--- config.mk ---
export PLATFORM = sky130hd
export DESIGN_NAME = mem_sp_arb
export DESIGN_NICKNAME = d
export VERILOG_FILES = /design/src/rtl/mem_sp_arb.sv
export SDC_FILE = /design/constraint.sdc
export NUM_CORES = 1
export LEC_CHECK = 0
export ABC_AREA = 1
export CORE_MARGIN = 2
export CORE_UTILIZATION = 32
export CTS_CLUSTER_DIAMETER = 60
export DETAILED_ROUTE_END_ITERATION = 10
export GPL_TIMING_DRIVEN = 0
export PLACE_DENSITY = 0.76
export SYNTH_ARGS = -nofsm -noshare
export SYNTH_HDL_FRONTEND = slang
export SYNTH_SLANG_ARGS = --single-unit
--- constraint.sdc ---
create_clock -name clk -period 1.45 [get_ports clk]
set_clock_uncertainty 0.15 [all_clocks]
set_input_delay 0.3625 -clock clk [delete_from_list [all_inputs] [get_ports clk]]
set_output_delay 0.3625 -clock clk [all_outputs]
set_load 0.05 [all_outputs]
--- src/rtl/mem_sp_arb.sv ---
// Two-port round-robin arbiter with burst lock in front of a single-port RAM.
// Port 0 serves the NTT butterfly datapath, port 1 the host load/unload engine.
// Read data comes back one cycle after the grant, tagged to the issuing port.
module mem_sp_arb #(
  parameter  int unsigned WIDTH = 8,
  parameter  int unsigned DEPTH = 64,
  localparam int unsigned AW    = $clog2(DEPTH)
) (
  input  logic             clk,
  input  logic             rst_n,
  input  logic             req0,
  input  logic             we0,
  input  logic             lock0,
  input  logic [AW-1:0]    addr0,
  input  logic [WIDTH-1:0] wdata0,
  output logic             gnt0,
  output logic             rvalid0,
  output logic [WIDTH-1:0] rdata0,
  input  logic             req1,
  input  logic             we1,
  input  logic             lock1,
  input  logic [AW-1:0]    addr1,
  input  logic [WIDTH-1:0] wdata1,
  output logic             gnt1,
  output logic             rvalid1,
  output logic [WIDTH-1:0] rdata1,
  output logic             mem_en,
  output logic             mem_we,
  output logic [AW-1:0]    mem_addr,
  output logic [WIDTH-1:0] mem_di,
  input  logic [WIDTH-1:0] mem_do
);

  logic             last;
  logic             lock_act;
  logic             lock_own;
  logic             rd_pend0;
  logic             rd_pend1;
  logic [WIDTH-1:0] rdata_hold0;
  logic [WIDTH-1:0] rdata_hold1;

  // Grant selection: a held lock wins, otherwise a tie goes to the port not served last.
  // Grants are gated by rst_n so the memory is idle while reset is asserted.
  always_comb begin
    gnt0 = 1'b0;
    gnt1 = 1'b0;
    if (rst_n) begin
      if (lock_act && (lock_own ? req1 : req0)) begin
        gnt0 = !lock_own;
        gnt1 = lock_own;
      end else if (req0 && req1) begin
        gnt0 = last;
        gnt1 = !last;
      end else begin
        gnt0 = req0;
        gnt1 = req1;
      end
    end
  end

  // Memory pin mux from the granted port; address and data park at zero when idle.
  always_comb begin
    mem_en   = gnt0 | gnt1;
    mem_we   = 1'b0;
    mem_addr = '0;
    mem_di   = '0;
    if (gnt1) begin
      mem_we   = we1;
      mem_addr = addr1;
      mem_di   = wdata1;
    end else if (gnt0) begin
      mem_we   = we0;
      mem_addr = addr0;
      mem_di   = wdata0;
    end
  end

  // Arbitration history, lock tracking and read-return pipeline.
  always_ff @(posedge clk or negedge rst_n) begin
    if (!rst_n) begin
      last     <= 1'b1;
      lock_act <= 1'b0;
      lock_own <= 1'b0;
      rd_pend0 <= 1'b0;
      rd_pend1 <= 1'b0;
    end else if (gnt0 || gnt1) begin
      last     <= gnt1;
      lock_act <= gnt1 ? lock1 : lock0;
      lock_own <= gnt1;
      rd_pend0 <= gnt0 & ~we0;
      rd_pend1 <= gnt1 & ~we1;
    end else begin
      lock_act <= 1'b0;
      rd_pend0 <= 1'b0;
      rd_pend1 <= 1'b0;
    end
  end

  // Per-port copy of the last returned read word, so rdata holds between reads.
  always_ff @(posedge clk or negedge rst_n) begin
    if (!rst_n) begin
      rdata_hold0 <= '0;
      rdata_hold1 <= '0;
    end else begin
      if (rd_pend0) rdata_hold0 <= mem_do;
      if (rd_pend1) rdata_hold1 <= mem_do;
    end
  end

  // mem_do is already registered in the RAM, so the return cycle forwards it directly.
  assign rvalid0 = rd_pend0;
  assign rvalid1 = rd_pend1;
  assign rdata0  = rd_pend0 ? mem_do : rdata_hold0;
  assign rdata1  = rd_pend1 ? mem_do : rdata_hold1;

endmodule

### After elaboration in Yosys (flattened, before gate mapping)

Index checks and enable logic that the tools add are counted.

| operators by class | value |
|---|---|
| $add $sub $neg | 0 |
| multiply operators | 0 |
| div/mod/pow operators | 0 |
| magnitude comparators | 0 |
| equal/unequal tests | 0 |
| shifts and indexed selects | 0 |
| multiplexer cells | 19 |
| bitwise gates (word level) | 5 |
| reduce and logical (&&, ||, !) cells | 5 |

Operators with widths:

| operator | number |
|---|---|
| $mux 8 | 4 |
| $mux 1 | 13 |
| $mux 6 | 2 |
| $and 1x1->1 | 2 |
| $logic_and 1x1->1 | 2 |
| $logic_not 1->1 | 2 |
| $not 1->1 | 2 |
| $logic_or 1x1->1 | 1 |
| $or 1x1->1 | 1 |

| word-level totals | value |
|---|---|
| register bits | 21 |
| latch bits | 0 |
| memory bits (writable) | 0 |
| ROM bits | 0 |
| input bits | 44 |
| output and inout bits | 36 |
| logic and storage cells | 36 |
| memories | 0 |

### Longest topological paths before layout

| depth | value |
|---|---|
| depth after elaboration | 6 |
| mapped depth | 8 |
| gate-level depth less buffers | 8 |

### Worst setup path before layout

No wires, ideal clock.

| timing path | value |
|---|---|
| path type | register to output |
| start point | register rd_pend0, in the netlist rvalid0 |
| end point | output port rdata0[0] |
| arrival | 1.350 ns |
| required time | 0.938 ns |
| slack | -0.413 ns |
| cell stages (with the launch flop) | 3 |
| path buffers | 1 |
| cells stage by stage | dfrtp_1 buf_2 mux2_2 |

| between the ends | value |
|---|---|
| cells in the longest elaborated chain, start to end | 1 |

Ends and longest elaborated chain:

| element | RTL line | text |
|---|---|---|
| from (decl) | 37 | `logic rd_pend0;` |
| from (signal assigned) | 90 | `rd_pend0 <= gnt0 & ~we0;` |
| $mux 8 | n/a |  |
| to (decl) | 18 | `output logic [WIDTH-1:0] rdata0,` |

Every way passes these cells.

### Final worst setup path

| timing path | value |
|---|---|
| start point | input port req1 |
| end point | output port mem_di[3] |

| between the ends | value |
|---|---|
| cells in the longest elaborated chain, start to end | 6 |
| elaborated cells on any way between the ends | 11 |
| classes of those cells | 9 x mux; 2 x reduce/logical |

Ends and longest elaborated chain:

| element | RTL line | text |
|---|---|---|
| from (decl) | 19 | `input logic req1,` |
| $logic_and 1x1->1 / $mux 1 (equally long branches) | 51, 48 |  |
| $mux 1 / $logic_and 1x1->1 (equally long branches) | 51, 48 |  |
| $mux 1 | 48 | `if (lock_act && (lock_own ? req1 : req0)) begin` |
| $mux 1 | 47 | `if (rst_n) begin` |
| $mux 8 | 71 | `end else if (gnt0) begin` |
| $mux 8 (*) | 67 | `if (gnt1) begin` |
| to (decl) | 30 | `output logic [WIDTH-1:0] mem_di,` |

Every way passes the cells marked *; elsewhere a longest branch is shown, timed or not.

==> results list <==
* Relative max-transition margin: about 39%
- Mapped Cells: ~120
- Detailed Route Iter0 Violations: 88
- Number of global-route vias before repair: between 1000 and 1500
- The first global-routing pass estimated roughly 6.5 mm of wire.
* I/O pin count: 80
- After clock tree synthesis, the clock-pin slew on the worst setup and hold paths is ~80 ps.
- Excluding fillers, the count of instances in the completed layout stands at 280.
- Share of cells above drive strength 1: a little over three fifths
* DRC errors left: 0
- The worst register-to-register path begins at rvalid1.
- Across the run, the number of max-cap violations was 0.
- Slowest cell on the critical path: dlygate4sd2_1
- For this block, the via count after detailed routing is roughly 1400.
- Final min period: about 2100 ps
- Setup repair after global routing could not meet its margin everywhere.
- After floorplanning, the core was divided into 22 placement rows.
- Wire segments on met3 add up to 355 µm in the final route.
* Hold/Removal Path Class: primary input to async pin
- Starting Density: between 30 and 40%
- The critical path starts at req1.
- The critical path goes through dlygate4sd2_1, inv_2, nand2_2, nand3_4, nand2_4, nand2_8, clkbuf_16, nand3_4, nand2_4, buf_8.
- Core box area: about 3700 µm²
- Category of the most critical setup path: primary input to output port
- Warnings, synthesis: 0
* Sequential-to-total area share from yosys stat: 43.49%
- Count of inserted antenna diode cells: 0
* Crit-path max FO: 5
- After global routing the overflow that remains totals 0.
* Average size of a mapped cell: 10.26 µm²
* Hold Violations, Final: 0
- Critical path endpoint category: output port
* Width of the die: between 60 and 70 µm
- Count of buffers from port buffering: 79
* Area of the die: around 4300 µm²
- Pin count of the biggest net entering global routing: 21
- The run finished, with violations left.
- Once layout is complete, the utilization of the core stands at slightly below 80%.
* Area growth from synthesis to final layout: 136.4%
- Number of routed nets with antenna violations: 0
- Count of endpoints failing setup in the final report: 36
- Violations in the final reports: negative setup slack
- In this design, the stage delay of the slowest critical-path cell is 280 ps.
* Wirelength per Cell: roughly 17 µm
- TritonCTS built the clock tree.
- The tree built by TritonCTS fans out to 21 sinks.
- Total placed cells including tap cells: 245
* Total standard cell area after synthesis: ~1200 µm²
- Detail Placement HPWL: between 2 and 3 mm
- After synthesis the netlist holds a flip-flop and latch count of 21.
* Synthesized Nets: roughly 160
* Worst skew pair latency: around 260 ps
- Distinct cells, synth: 22
* Crit start category: primary input
- Share of the clock period used by the worst path after layout: 148.2%
* Maximum clock rate: roughly 470 MHz
- Number of antenna violations at the first check in global routing: 0
- Slew at the pin with the worst max-slew slack: between 900 and 1000 ps
* Via/cell ratio: approximately 4.9
- For the worst setup path, the data required time is between 900 and 1000 ps.
* Number of H-tree levels: 1
- Placer Congestion: ~0.71
- The first detailed-routing pass took 4 iterations.
- Met2 wire length: 2.609 mm
* Number of clock buffers inserted by TritonCTS: 3
* Design Power: 0.003968 W
- CP arrival: 1640 ps
- Power spread over the standard cell area amounts to 1386 nW/µm².
* Routed length on met1: 1.728 mm
- The final layout contains roughly 280 nets.
- Final Worst Setup Slack: -698.8 ps
- Across every metal layer, demand over resource in global routing totals roughly a fifth.
- Die Y-Extent: 65.52 µm
- Summed over all cells, the static leakage comes to approximately 1.3 nW.
- In this run the clock root is driven by a clkbuf_8.
- Number of pins with negative max-slew slack in the final report: 0
- Worst supply voltage drop on vdd: around 0.55 mV
- Number of buffers on the longest clock path: 2
- After detailed routing, no signal wire sits above met4.
- For this block, the routed nets add up to between 4 and 5 mm of wire.
-- cells in the final DEF, fill, tap and decap left out, drive strengths merged, types with 2 or more instances in the layout --
cell type      netlist  final
dlygate4sd2          0      2
mux2                16     16
o21ai                3      3
inv                  6      4
clkbuf               1      7
clkinvlp             0      3
clkdlybuf4s50        0     40
dfrtp               20     20
nand3               19     19
nand4               15     15
nand2               26     27
nor2                 2      2
buf                  8     70
-- logic make-up after synthesis --
family | count (synthesis) | share of synthesized area [%]
and+or+nand+nor | 62 | 32.75
AOI/OAI and AO/OA | 4 | 1.962
buffers and inverters | 15 | 6.921
DFF | 21 | 43.49
muxes | 16 | 14.88
-- critical path: cells and delay by family --
| kind | cells | cell delay (ps) |
|---|---|---|
| AND/OR/NAND/NOR | 6 | 560 |
| buffers and inverters | 4 | 690 |
-- area by class of cell --
cell class                 count  area (µm²)
buffer                         9       87.58
timing repair buffer         109        1210
clock buffer                   3       41.29
clock inverter                 1       7.507
tap                           48       60.06
sequential                    21       531.8
multi-input combinational     83       894.6
inverter                       6       30.03
fill                         227       798.3
-- metrics by stage --
stage / hold WS, ps / area [µm²] / setup TNS [ps] / setup WS, ps
CTS: 348.9 / 2549 / -18410 / -678.3
finish: 247.7 / 2863 / -18200 / -698.8
floorplan: -83.09 / 1404 / -5324 / -198.4
global route: 327.4 / 2863 / -19750 / -756.4
global placement: 326.5 / 2255 / -60100 / -2155
detailed placement: 332.2 / 2255 / -62360 / -2229
-- timing repair --
item                                   CTS  global route
gates cloned                             1             2
pin swaps                                8            13
hold buffers                             2             0
gates resized for setup                286            35
setup endpoints to repair               43            57
endpoints found under the hold margin   20             0
setup buffers                            9            19
-- final timing paths --
path,to,slack [ps],depth (start not counted)
setup / recovery,mem_di[3],-700,10
hold / removal,rdata_hold1[6],250,2
setup reg to reg,rdata_hold1[7],-30,5
hold reg to reg,last,350,2
max in group asynchronous,rvalid0,280,2
min in group clk,last,350,2
-- synthesized netlist by cell type --
master,number,share of area (%)
mux2_2,16,15
nand4_1,15,7.7
nand2_1,13,4.0
inv_2,3,0.93
buf_1,1,0.31
nor2_1,2,0.62
o21ai_0,1,0.41
buf_4,1,0.62
clkbuf_1,1,0.31
nand2_2,11,5.7
buf_6,1,0.93
nand3_2,12,9.9
buf_8,1,1.2
buf_2,4,1.7
nand2_4,2,1.9
inv_1,3,0.93
dfrtp_1,20,41
nand3_1,7,2.9
o21ai_2,1,0.72
o21ai_1,1,0.41
dfstp_2,1,2.2
a21oi_1,1,0.41
-- per-layer routing --
layer	GRT usage [%]	vias up
met4	5.208	0
met1	22.21	655
met2	36.10	64
met5	0	-
li1	-	643
met3	5.308	8
-- report_power, final --
group | leakage (nW) | internal, W | switching [W] | total [W]
Clock | 0.0217 | 0.000194 | 0.000198 | 0.000391
Sequential | 0.246 | 0.000780 | 0.0000910 | 0.000871
Combinational | 0.997 | 0.00122 | 0.00148 | 0.00271
Total | 1.27 | 0.00220 | 0.00177 | 0.00397
-- flip-flops by register name, summed over array words and instances, names as in the netlist --
name	count
rvalid1	1
rdata_hold1	8
lock_act	1
rvalid0	1
last	1
lock_own	1
rdata_hold0	8
Power figures use the tool's default switching activity.
